**src/rtl/countdown_timer_99_if.sv**
```systemverilog
// Board-side signal bundle of the two-digit BCD countdown timer:
// raw keys and preset switches in, BCD digits and status flags out.
interface countdown_timer_99_if;
  logic       key_start_n;
  logic       key_load_n;
  logic [3:0] preset_tens;
  logic [3:0] preset_ones;
  logic [3:0] bcd_tens;
  logic [3:0] bcd_ones;
  logic       running;
  logic       done;
  logic       done_pulse;

  modport master (
    output key_start_n, key_load_n, preset_tens, preset_ones,
    input  bcd_tens, bcd_ones, running, done, done_pulse
  );

  modport slave (
    input  key_start_n, key_load_n, preset_tens, preset_ones,
    output bcd_tens, bcd_ones, running, done, done_pulse
  );
endinterface

```
**src/rtl/countdown_timer_99.sv**
```systemverilog
// Two-digit BCD countdown timer: debounced start/pause and load keys,
// one-second prescaler, 00-99 down counter with expiry flag and strobe.
module countdown_timer_99 #(
  parameter int CLK_HZ          = 12_000_000,
  parameter int DEBOUNCE_CYCLES = 240_000
) (
  input  logic                 i_clk,
  input  logic                 i_rst,
  countdown_timer_99_if.slave  bus
);

  localparam int PW = $clog2(CLK_HZ);
  localparam int DW = $clog2(DEBOUNCE_CYCLES + 1);
  localparam logic [PW-1:0] PRE_MAX = PW'(CLK_HZ - 1);
  localparam logic [DW-1:0] DEB_MAX = DW'(DEBOUNCE_CYCLES - 1);

  typedef enum logic [1:0] {
    S_IDLE  = 2'd0,
    S_RUN   = 2'd1,
    S_PAUSE = 2'd2,
    S_DONE  = 2'd3
  } state_t;

  function automatic logic [3:0] clamp9(input logic [3:0] d);
    if (d > 4'd9) clamp9 = 4'd9;
    else          clamp9 = d;
  endfunction

  // Bit 0 is the start key, bit 1 the load key.
  logic [1:0]    w_key_raw;
  logic [1:0]    r_sync1, r_sync2, r_deb, r_deb_prev, r_press;
  logic [DW-1:0] r_stab [2];
  logic          w_start, w_load;

  assign w_key_raw = {bus.key_load_n, bus.key_start_n};
  assign w_start   = r_press[0];
  assign w_load    = r_press[1];

  // Synchronize, debounce and edge-detect both keys.
  always_ff @(posedge i_clk) begin
    if (i_rst) begin
      r_sync1    <= 2'b11;
      r_sync2    <= 2'b11;
      r_deb      <= 2'b11;
      r_deb_prev <= 2'b11;
      r_press    <= 2'b00;
      for (int k = 0; k < 2; k++) r_stab[k] <= {DW{1'b0}};
    end else begin
      r_sync1    <= w_key_raw;
      r_sync2    <= r_sync1;
      r_deb_prev <= r_deb;
      r_press    <= r_deb_prev & ~r_deb;
      for (int k = 0; k < 2; k++) begin
        if (r_sync2[k] != r_deb[k]) begin
          if (r_stab[k] == DEB_MAX) begin
            r_deb[k]  <= r_sync2[k];
            r_stab[k] <= {DW{1'b0}};
          end else begin
            r_stab[k] <= r_stab[k] + DW'(1);
          end
        end else begin
          r_stab[k] <= {DW{1'b0}};
        end
      end
    end
  end

  state_t        r_state, w_state_nxt;
  logic [3:0]    r_tens, r_ones, w_tens_nxt, w_ones_nxt;
  logic [3:0]    w_dec_tens, w_dec_ones, w_ld_tens, w_ld_ones;
  logic [PW-1:0] r_pre, w_pre_nxt;
  logic          r_running, r_done, r_done_pulse;
  logic          w_tick, w_expire, w_nonzero;

  assign w_tick    = (r_state == S_RUN) && (r_pre == PRE_MAX);
  assign w_expire  = (r_tens == 4'd0) && (r_ones == 4'd1);
  assign w_nonzero = (r_tens != 4'd0) || (r_ones != 4'd0);
  assign w_ld_tens = clamp9(bus.preset_tens);
  assign w_ld_ones = clamp9(bus.preset_ones);

  // BCD decrement with borrow, saturating at 00.
  always_comb begin
    w_dec_tens = r_tens;
    w_dec_ones = r_ones;
    if (r_ones != 4'd0) begin
      w_dec_ones = r_ones - 4'd1;
    end else if (r_tens != 4'd0) begin
      w_dec_ones = 4'd9;
      w_dec_tens = r_tens - 4'd1;
    end else begin
      w_dec_ones = 4'd0;
      w_dec_tens = 4'd0;
    end
  end

  // Next state, count and prescaler; load beats start, tick beats load/start.
  always_comb begin
    w_state_nxt = r_state;
    w_tens_nxt  = r_tens;
    w_ones_nxt  = r_ones;
    w_pre_nxt   = {PW{1'b0}};
    case (r_state)
      S_IDLE: begin
        if (w_load) begin
          w_tens_nxt = w_ld_tens;
          w_ones_nxt = w_ld_ones;
        end else if (w_start && w_nonzero) begin
          w_state_nxt = S_RUN;
        end else begin
          w_state_nxt = S_IDLE;
        end
      end
      S_RUN: begin
        if (w_tick) begin
          w_tens_nxt = w_dec_tens;
          w_ones_nxt = w_dec_ones;
          if (w_expire)     w_state_nxt = S_DONE;
          else if (w_start) w_state_nxt = S_PAUSE;
          else              w_state_nxt = S_RUN;
        end else if (w_start) begin
          w_state_nxt = S_PAUSE;
        end else begin
          w_pre_nxt = r_pre + PW'(1);
        end
      end
      S_PAUSE: begin
        if (w_load) begin
          w_tens_nxt  = w_ld_tens;
          w_ones_nxt  = w_ld_ones;
          w_state_nxt = S_IDLE;
        end else if (w_start) begin
          w_state_nxt = S_RUN;
        end else begin
          w_state_nxt = S_PAUSE;
        end
      end
      S_DONE: begin
        if (w_load) begin
          w_tens_nxt  = w_ld_tens;
          w_ones_nxt  = w_ld_ones;
          w_state_nxt = S_IDLE;
        end else if (w_start) begin
          w_state_nxt = S_IDLE;
        end else begin
          w_state_nxt = S_DONE;
        end
      end
      default: begin
        w_state_nxt = S_IDLE;
        w_tens_nxt  = 4'd0;
        w_ones_nxt  = 4'd0;
      end
    endcase
  end

  // State, count, prescaler and registered status outputs.
  always_ff @(posedge i_clk) begin
    if (i_rst) begin
      r_state      <= S_IDLE;
      r_tens       <= 4'd0;
      r_ones       <= 4'd0;
      r_pre        <= {PW{1'b0}};
      r_running    <= 1'b0;
      r_done       <= 1'b0;
      r_done_pulse <= 1'b0;
    end else begin
      r_state      <= w_state_nxt;
      r_tens       <= w_tens_nxt;
      r_ones       <= w_ones_nxt;
      r_pre        <= w_pre_nxt;
      r_running    <= (w_state_nxt == S_RUN);
      r_done       <= (w_state_nxt == S_DONE);
      r_done_pulse <= (w_state_nxt == S_DONE) && (r_state != S_DONE);
    end
  end

  assign bus.bcd_tens   = r_tens;
  assign bus.bcd_ones   = r_ones;
  assign bus.running    = r_running;
  assign bus.done       = r_done;
  assign bus.done_pulse = r_done_pulse;

endmodule

```
**src/flat_wrapper.sv**
```systemverilog
// flat-port wrapper written by rule: the top's interface ports become plain ports
module countdown_timer_99_flat 
#(
  parameter int CLK_HZ          = 12_000_000,
  parameter int DEBOUNCE_CYCLES = 240_000
)
  (i_clk, i_rst, bus_key_start_n, bus_key_load_n, bus_preset_tens, bus_preset_ones, bus_bcd_tens, bus_bcd_ones, bus_running, bus_done, bus_done_pulse);
  countdown_timer_99_if bus_i ();
  input  logic i_clk;
  input  logic i_rst;
  input wire logic [$bits(bus_i.key_start_n)-1:0] bus_key_start_n;
  input wire logic [$bits(bus_i.key_load_n)-1:0] bus_key_load_n;
  input wire logic [$bits(bus_i.preset_tens)-1:0] bus_preset_tens;
  input wire logic [$bits(bus_i.preset_ones)-1:0] bus_preset_ones;
  output wire logic [$bits(bus_i.bcd_tens)-1:0] bus_bcd_tens;
  output wire logic [$bits(bus_i.bcd_ones)-1:0] bus_bcd_ones;
  output wire logic [$bits(bus_i.running)-1:0] bus_running;
  output wire logic [$bits(bus_i.done)-1:0] bus_done;
  output wire logic [$bits(bus_i.done_pulse)-1:0] bus_done_pulse;
  assign bus_i.key_start_n = bus_key_start_n;
  assign bus_i.key_load_n = bus_key_load_n;
  assign bus_i.preset_tens = bus_preset_tens;
  assign bus_i.preset_ones = bus_preset_ones;
  assign bus_bcd_tens = bus_i.bcd_tens;
  assign bus_bcd_ones = bus_i.bcd_ones;
  assign bus_running = bus_i.running;
  assign bus_done = bus_i.done;
  assign bus_done_pulse = bus_i.done_pulse;
  countdown_timer_99 #(.CLK_HZ(CLK_HZ), .DEBOUNCE_CYCLES(DEBOUNCE_CYCLES)) u_core (.i_clk(i_clk), .i_rst(i_rst), .bus(bus_i));
endmodule
```
**config.mk**
```make
export PLATFORM = sky130hd
export DESIGN_NAME = countdown_timer_99_flat
export DESIGN_NICKNAME = d
export VERILOG_FILES = /design/src/rtl/countdown_timer_99_if.sv /design/src/rtl/countdown_timer_99.sv /design/src/flat_wrapper.sv
export SDC_FILE = /design/constraint.sdc
export NUM_CORES = 1
export LEC_CHECK = 0
export CAP_MARGIN = 25
export CORE_ASPECT_RATIO = 0.9
export CORE_MARGIN = 4
export CORE_UTILIZATION = 60
export CTS_CLUSTER_SIZE = 16
export DETAILED_ROUTE_END_ITERATION = 10
export HOLD_SLACK_MARGIN = 0.06
export PLACE_DENSITY = 0.87
export SLEW_MARGIN = 20
export SYNTH_ARGS = -nofsm -noshare
export SYNTH_HDL_FRONTEND = slang
export SYNTH_SLANG_ARGS = --single-unit
```
**constraint.sdc**
```tcl
create_clock -name i_clk -period 3.03 [get_ports i_clk]
set_input_delay 0.606 -clock i_clk [delete_from_list [all_inputs] [get_ports i_clk]]
set_output_delay 0.606 -clock i_clk [all_outputs]
set_load 0.01 [all_outputs]
```
* After elaboration in Yosys (flattened, before gate mapping)
Memory sizes are Yosys's and may differ from the RTL's.
Cells that the tools add are included.
** Cells by class
- Add/subtract/negate cells :: 5
- Muxes and demuxes :: 53
- Reduce and logical (&&, ||, !) cells :: 15
- Order comparisons :: 2
- Bitwise gates (word level) :: 9
- Eq/ne operators :: 15
** Operators with widths (count)
- two-way mux 18 bit :: 6
- two-way mux 4 bit :: 10
- adder 18 x 1 -> 18 bit (second input constant) :: 2
- equality test 18 bit (second input constant) :: 2
- two-way mux 1 bit :: 25
- adder 24 x 1 -> 24 bit (second input constant) :: 1
- equality test 24 bit (second input constant) :: 1
- two-way mux 2 bit :: 9
- case mux 4 bit (2 select lines) :: 2
- greater-than comparator 4 bit (second input constant) :: 2
- case mux 2 bit (4 select lines) :: 1
- nonzero test 4 bit :: 2
- subtractor 4 x 1 -> 4 bit (second input constant) :: 2
- equality test 2 bit (second input constant) :: 3
- bitwise OR 1 bit :: 6
- AND reduction 2 bit :: 3
- equality test 2 x 1 -> 1 bit (second input constant) :: 2
- equality test 4 x 1 -> 1 bit (second input constant) :: 1
- logical AND 1 bit :: 4
- logical NOT 4 bit :: 1
- inequality test 2 x 1 -> 1 bit (second input constant) :: 2
- inequality test 2 bit (second input constant) :: 2
- OR reduction 4 bit :: 1
- AND reduction 3 bit :: 1
- 7 further kinds :: 8
** Word-level totals
- Memories kept :: 1
- Logic and storage cells :: 113
- Bits in registers :: 47
- Bits in writable memories :: 36
** Memory list
- u_core.r_stab :: words 2, width 18, rd ports 2, clocked after memory_dff 0, write ports 2, line countdown_timer_99.sv:32 : logic [DW-1:0] r_stab [2];

* Logic depth before layout (Yosys ltp)
Gate-level depths: netlist (run 1).
An unclocked memory read counts as a cell.
- Depth in word-level cells :: 9
- Depth in mapped cells :: 6
- Depth with buffers taken out :: 5

* Least setup slack after synthesis (run 1)
No wires, ideal clock.
- Kind :: flip-flop to flip-flop
- Start :: mem u_core.r_stab[1][9] in the netlist's numbering
- End :: mem u_core.r_stab[1][10] in the netlist's numbering, data pin
- Clock period less this slack :: 2.307 ns
- Path slack :: 0.723 ns
- Stages on the path, launching flop included :: 6
- Path buffers :: 1
- Data arrival time :: 2.050 ns
- Required time :: 2.773 ns
- Library setup time :: 0.257 ns
- Path through :: edfxtp_1 or4_1 or4_1 o211ai_2 buf_2 nor2_1
** RTL lines (line)
- from (decl) :: countdown_timer_99.sv:32

* Worst setup path after layout (run 1)
- Start :: reg u_core.r_pre[8]
- End :: reg u_core.r_pre[13]
** On the way
- Word-level cells in the longest chain between the ends :: 3
- Elaborated cells on any way between the ends :: 4
- Those cells by class :: add/sub: 1; eq/ne: 1; reduce/logical: 2
** RTL lines
- from (decl) :: line countdown_timer_99.sv:71 : logic [PW-1:0] r_pre, w_pre_nxt;
- from (signal assigned) :: line countdown_timer_99.sv:162 : r_pre <= {PW{1'b0}};
- from (signal assigned) :: line countdown_timer_99.sv:170 : r_pre <= w_pre_nxt;
- branches (longest 3 deep; another with adder 24 x 1 -> 24 bit)
Parallel ways; which one is timed is not known.
A chain may end at the register's enable or synchronous reset.

==> results of run 1 <==
[area by class of cell]
| type | instances | area [sq um] |
|---|---|---|
| tap | 90 | 113 |
| inverter | 17 | 63.8 |
| timing repair buffer | 28 | 265 |
| multi-input combinational | 366 | 2140 |
| clock buffer | 11 | 153 |
| fill | 496 | 1800 |
| clock inverter | 5 | 98.8 |
| sequential | 83 | 2020 |
[critical path: stages (launching register included)]
cell	delay, ns
dfxtp_1	0.36
or4_1	0.54
or4_1	0.67
o311ai_4	0.33
buf_4	0.31
nor2_1	0.09
[state kept, by name, indices dropped and copies added (netlist names)]
name,count
u_core.bus.done_pulse,1
u_core.r_stab,36
u_core.r_sync1,2
u_core.bus.running,1
u_core.r_state,2
u_core.bus.bcd_tens,4
u_core.r_deb,2
u_core.r_press,2
u_core.r_deb_prev,2
u_core.r_sync2,2
u_core.bus.bcd_ones,4
u_core.r_pre,24
u_core.bus.done,1
[path summary, 6_finish.rpt]
check             slack, ns                 to               from
hold reg to reg        0.41  u_core.r_sync2[0]  u_core.r_sync1[0]
setup / recovery       0.61   u_core.r_pre[13]    u_core.r_pre[8]
setup reg to reg       0.61   u_core.r_pre[13]    u_core.r_pre[8]
hold / removal         0.41  u_core.r_sync2[0]  u_core.r_sync1[0]
[Yosys cell counts (all sizes together), types with 2 or more instances]
cell,number
nor2,60
dfxtp,47
edfxtp,36
nand3,28
a21oi,27
nand2,24
xor2,24
nand4,20
inv,17
o21ai,17
xnor2,16
or3,12
or4,11
clkbuf,9
nor4,9
o31ai,9
and4,8
nor3,8
or2,8
and3,5
buf,5
nor2b,5
a211oi,4
and2,4
o311ai,4
ha,3
nor3b,3
o211ai,3
nand2b,2
[metrics by stage]
| step | hold slack, ns | utilization [%] | power [mW] |
|---|---|---|---|
| 2_1_floorplan | 0.389 | - | 1.28 |
| 3_3_place_gp | 0.393 | 69.2 | 1.31 |
| 3_5_place_dp | 0.393 | 69.2 | 1.31 |
| 4_1_cts | 0.412 | 73.0 | 2.28 |
| 5_1_grt | 0.440 | 73.0 | 2.34 |
| 6_report | 0.411 | 73.0 | 2.27 |
[logic make-up after synthesis]
group / Yosys count
AO/OA/AOI/OAI: 74
adder cells (fa/ha/maj): 3
other: 1
XOR/XNOR: 40
buffers and inverters: 31
flip-flops: 83
multiplexers: 1
AND/OR/NAND/NOR: 212
[where the power goes]
part / leakage [nW] / switching [mW] / internal [mW]
Clock: 0.126 / 0.389 / 0.594
Combinational: 0.761 / 0.0418 / 0.0369
Sequential: 0.751 / 0.0244 / 1.19
Total: 1.64 / 0.455 / 1.82
[routing by layer]
metal  vias to the layer above  wire length [microns]  GRT usage, %  part of all wire, %
met3                        26                    335          6.14                  3.8
met2                        76                   4570          40.3                   51
li1                       1716                      -             -                    -
met5                         -                      0             0                    0
met1                      1669                   3840          29.2                   43
met4                         0                    180          7.62                  2.0
==> summary.txt, run 1 <==
Final layout
  – Most frequent cells in the layout: nor2_1 (60), dfxtp_1 (47), edfxtp_1 (36), conb_1 (36), nand3_1 (28)
  – Post-route non-filler standard cell count: 600
  – Final Cell Area: 4860 sq um
  – Antenna diodes: 0
  – Nets@finish: 520
  – Layout cell share with drive strength beyond 1: 6.47%
  – Area delta synth->final: 16.6%
  – Most common cell after layout, fill and taps aside: nor2_1

Placed design
  – Final GP Congestion: 0.888
  – Placed cells: 584
  – Post-place setup slack: 0.643 ns
  – Placed Area: 4600 sq um
  – Final HPWL DP: 6400 microns
  – I/O Buffers: 22

Yosys
  – Post-synth top area share: 26.0%
  – Post-synth EDFFs: 36
  – Dominant synthesized flop cell: dfxtp_1
  – Post-synth top area cell: edfxtp_1
  – Largest family of logic cells by synthesized area: simple AND/OR/NAND/NOR gates
  – Yosys reg bits: 83
  – Mux cell area share after synthesis: 0.240%
  – Synth Area in Adders: 0.901%
  – Synth Instances: 445
  – Fraction of the mapped netlist area in simple logic gates: 27.0%
  – Xor/xnor share of the synthesized area: 8.41%
  – Yosys warns: 0
  – Area contributors post-synth: edfxtp_1 (26%), dfxtp_1 (23%), nor2_1 (5.4%), xor2_1 (5.0%), nand3_1 (3.4%)
  – Async set or reset register ratio after synthesis: 0%
  – Synthesized area per cell: 9.36 sq um
  – Synth cell types: 54
  – Complex-gate fraction of the synthesized area: 11.6%
  – Post-synthesis sequential area ratio: 48.5%
  – Post-Synthesis Cell Area: 4170 sq um

Floorplan
  – Die W: 95.8 microns
  – Die ar.: 8340 sq um
  – Row Count: 28
  – Initial Util: 62.6%
  – # IOs: 23
  – Die H: 87.0 microns
  – Core ar.: 6660 sq um

Clock network
  – CTS Hold Buffers Added: 0
  – Clock transition at path regs: 0.08 ns
  – Number of buffers on the longest clock path: 2
  – TritonCTS clock tree: yes
  – # Post-CTS Setup Buffers: 0
  – CTS buffer count: 9
  – H-tree lvl count: 3
  – Clock root cell: clkbuf_8
  – CTS Sinks: 83
  – CTS resizes: 0
  – Clock Latency Late Sink: 0.36 ns

Global routing
  – GR Overflow Total: 0
  – GRT Util Overall: 23.7%
  – Global-route wire length before repair: 15700 microns
  – Largest net degree at the start of global routing: 25
  – Vias in the first global route: 3467
  – Initial antenna violation count: 0

STA
  – Setup repair after global routing missed its margin: no
  – Fin. max-slew vios: 0
  – Final Worst Setup Slack: 0.610 ns
  – Fin crit share: 79.9%
  – Worst-Margin Slew: 0.835 ns
  – Setup TNS: 0 ns
  – Final Skew: 0.0154 ns
  – Fin. Hold Viols: 0
  – Max-slew headroom: 43.8%
  – Final setup fails: 0
  – Peak Freq: 413 MHz
  – Min Tclk post-route: 2.42 ns

Hold path
  – Hold/Removal Path Class: reg2reg
  – Hold depth: 1

Setup path
  – R2R depth: 5
  – CP required: 3.26 ns
  – Worst setup EP type: register
  – Crit path launch type: register
  – Critical path arrival: 2.65 ns
  – Kind of critical path: reg2reg
  – Crit path max fanout: 24

Routing
  – Pre-Repair DR Iteration Count: 5
  – Drt wl/cell: 14.9 microns
  – Routed Antenna Nets: 0
  – # DRC: 0
  – Routed Wire Length: 8920 microns
  – Drt first-iter violations: 340
  – DR vias/cell: 5.81
  – Vias: 3487

Power
  – Leakage: 1.64 nW
  – PD cells: 468 nW/um^2
  – Max rail drop VDD: 0.379 mV

Flow run
  – Maxcap violations: 0

Run status
  – Status: finished, final reports clean
No activity file was read; power rests on OpenSTA's default activity.
==> run 2: changes to the inputs <==
--- a/config.mk
+++ b/config.mk
@@ -8,11 +8,11 @@
 export CAP_MARGIN = 25
 export CORE_ASPECT_RATIO = 0.9
 export CORE_MARGIN = 4
-export CORE_UTILIZATION = 60
+export CORE_UTILIZATION = 54
 export CTS_CLUSTER_SIZE = 16
 export DETAILED_ROUTE_END_ITERATION = 10
 export HOLD_SLACK_MARGIN = 0.06
-export PLACE_DENSITY = 0.87
+export PLACE_DENSITY = 0.83
 export SLEW_MARGIN = 20
 export SYNTH_ARGS = -nofsm -noshare
 export SYNTH_HDL_FRONTEND = slang
==> constraint.sdc (replaced) <==
create_clock -name i_clk -period 2.2 [get_ports i_clk]
set_input_delay 0.44 -clock i_clk [delete_from_list [all_inputs] [get_ports i_clk]]
set_output_delay 0.44 -clock i_clk [all_outputs]
set_load 0.01 [all_outputs]
==> run 2 against run 1 <==
  * Die area is 10% higher
  * Combinational power is 47% higher
  * Sequential cell count stayed put
  * Utilization is 5.9 points lower
  * Register-to-register slack worse by 0.61 ns
  * Total power is 29% higher
  * Maximum frequency is 9.9% higher
  * Via count is 3.4% higher
  * The run now ends with setup timing left
  * Non-clock buffer count is 16 higher
  * Largest cell class unchanged
  * Sequential share of layout area is 1.5 points lower
  * Global-route usage is 2.9 points lower
==> summary.txt, run 2 (same netlist as run 1, synthesis figures left out) <==
Routing
  – Routed Antenna Nets: 0 (unchanged)
  – Drt first-iter violations: 189 (-44%)
  – Vias: 3605 (+3.4%)
  – Pre-Repair DR Iteration Count: 5 (unchanged)
  – # DRC: 0 (unchanged)
  – DR vias/cell: 5.80 (-0.27%)
  – Drt wl/cell: 15.0 microns (+0.58%)
  – Routed Wire Length: 9300 microns (+4.3%)

Final layout
  – Max reg flops: 36 (unchanged)
  – Layout cell share with drive strength beyond 1: 10.5% (+4.0 points)
  – Post-route non-filler standard cell count: 622 (+3.7%)
  – Antenna diodes: 0 (unchanged)
  – Biggest register: u_core.r_stab
  – Most common cell after layout, fill and taps aside: nor2_1
  – Most frequent cells in the layout: nor2_1 (60), dfxtp_1 (47), edfxtp_1 (36), conb_1 (36), nand3_1 (28)
  – Fill count: 583 (+18%)
  – Area delta synth->final: 20.8%
  – Nets@finish: 536 (+3.1%)
  – Top flop regs: u_core.r_stab x36, u_core.r_pre x24

Floorplan
  – Row Count: 30 (+7.1%)
  – Core ar.: 7510 sq um (+13%)
  – Die H: 91.3 microns (+4.9%)
  – Die ar.: 9180 sq um (+10%)
  – Initial Util: 55.5% (-7.1 points)
  – Die W: 101 microns (+5.0%)
  – # IOs: 23 (unchanged)

Setup path
  – Crit path max fanout: 12 (-50%)
  – Worst setup EP type: register
  – CP required: 2.45 ns (-0.81 ns)
  – Kind of critical path: reg2reg
  – Critical path arrival: 2.45 ns (-0.20 ns)
  – Crit path launch type: register

Power
  – Max rail drop VDD: 0.503 mV (+33%)
  – PD cells: 582 nW/um^2 (+24%)
  – Leakage: 1.74 nW (+6.1%)

Clock network
  – Number of buffers on the longest clock path: 2 (unchanged)
  – Clock Latency Late Sink: 0.35 ns (about the same)
  – Clock root cell: clkbuf_8
  – CTS Hold Buffers Added: 0 (unchanged)
  – H-tree lvl count: 3 (unchanged)
  – TritonCTS clock tree: yes
  – CTS buffer count: 9 (unchanged)
  – Clock transition at path regs: 0.09 ns (about the same)
  – CTS Sinks: 83 (unchanged)

Global routing
  – Vias in the first global route: 3354 (-3.3%)
  – GRT Util Overall: 20.7% (-2.9 points)
  – Global-route wire length before repair: 15400 microns (-1.6%)
  – GR Overflow Total: 0 (unchanged)
  – Largest net degree at the start of global routing: 25 (unchanged)
  – Initial antenna violation count: 0 (unchanged)

Placed design
  – Final HPWL DP: 6410 microns (+0.12%)
  – I/O Buffers: 22 (unchanged)
  – Post-place setup slack: 0.0148 ns (-0.628 ns)
  – Final GP Congestion: 0.861 (-3.1%)
  – Placed cells: 603 (+3.3%)

STA
  – Fin crit share: 100% (+20 points)
  – Min Tclk post-route: 2.20 ns (-0.219 ns)
  – Fin. max-slew vios: 0 (unchanged)
  – Peak Freq: 454 MHz (+9.9%)
  – Final setup fails: 1 (+1)
  – Max-slew headroom: 56.8% (+13 points)
  – Fin. Hold Viols: 0 (unchanged)
  – Worst-Margin Slew: 0.642 ns (-0.193 ns)
  – Final Skew: 0.00915 ns (-0.00622 ns)
  – Setup repair after global routing missed its margin: yes
  – Final Worst Setup Slack: -0.000999 ns (-0.611 ns)

Hold path
  – Hold/Removal Path Class: reg2reg

Run status
  – Failing checks: setup timing
  – Status: complete, but fails checks

Flow run
  – Maxcap violations: 0 (unchanged)
==> run 2: cell count changes in the layout (fill, tap and decap cells not counted), sizes merged <==
cell	previous run	this run
buf	6	20
bufinv	3	1
clkbuf	11	12
clkinv	2	3
inv	17	19
==> run 2: layout make-up <==
cell class / instances / area (sq um) / area share, %
multi-input combinational: 366 / 2170 / 43.1
sequential: 83 / 2020 / 40.2
timing repair buffer: 44 / 449 / 8.92
clock buffer: 10 / 149 / 2.96
tap: 96 / 120 / 2.39
inverter: 17 / 63.8 / 1.27
clock inverter: 6 / 60.1 / 1.19
==> run 2: what timing repair did <==
item,4_1_cts,5_1_grt
setup buffers,0,1
gates resized for setup,1,4
cloned,0,2
setup endpoints to repair,23,12
==> run 2: final timing paths <==
kind                             start                end  slack, ns  cells after the start
setup / recovery       u_core.r_pre[8]   u_core.r_pre[17]     -0.001                      6
hold / removal    u_core.r_deb_prev[1]  u_core.r_press[1]       0.42                      2
setup reg to reg       u_core.r_pre[8]   u_core.r_pre[17]     -0.001                      6
hold reg to reg   u_core.r_deb_prev[1]  u_core.r_press[1]       0.42                      2
==> run 2: power by group <==
group	total (mW)	switching, mW	internal (mW)	leakage (nW)
clock	1.15	0.556	0.591	0.110
combinational	0.116	0.0599	0.0564	0.878
sequential	1.67	0.0316	1.64	0.751
==> run 2: critical path, stage by stage (launching register included) <==
cell,delay (ns)
dfxtp_1,0.33
or4_4,0.54
or4_4,0.59
o311ai_4,0.25
buf_6,0.18
clkbuf_16,0.16
a21oi_1,0.04
==> run 2: metrics by stage <==
stage          area, sq um  power [mW]  hold WS, ns  utilization [%]  setup TNS, ns
2_1_floorplan         4320        1.76        0.389                -              0
3_3_place_gp          4750        1.81        0.393             63.2              0
3_5_place_dp          4750        1.82        0.398             63.2              0
4_1_cts               4960        2.94        0.417             66.1              0
5_1_grt               5030        3.05        0.442             67.1          -1.22
6_report              5030        2.93        0.416             67.1      -0.000999
==> run 2: metal layers <==
metal	part of all wire, %	global-route usage [%]	vias to the layer above
met3	7.2	4.22	12
met5	0	0	-
met2	48	31.5	127
met4	1.5	7.41	0
met1	43	29.2	1710
li1	-	-	1756
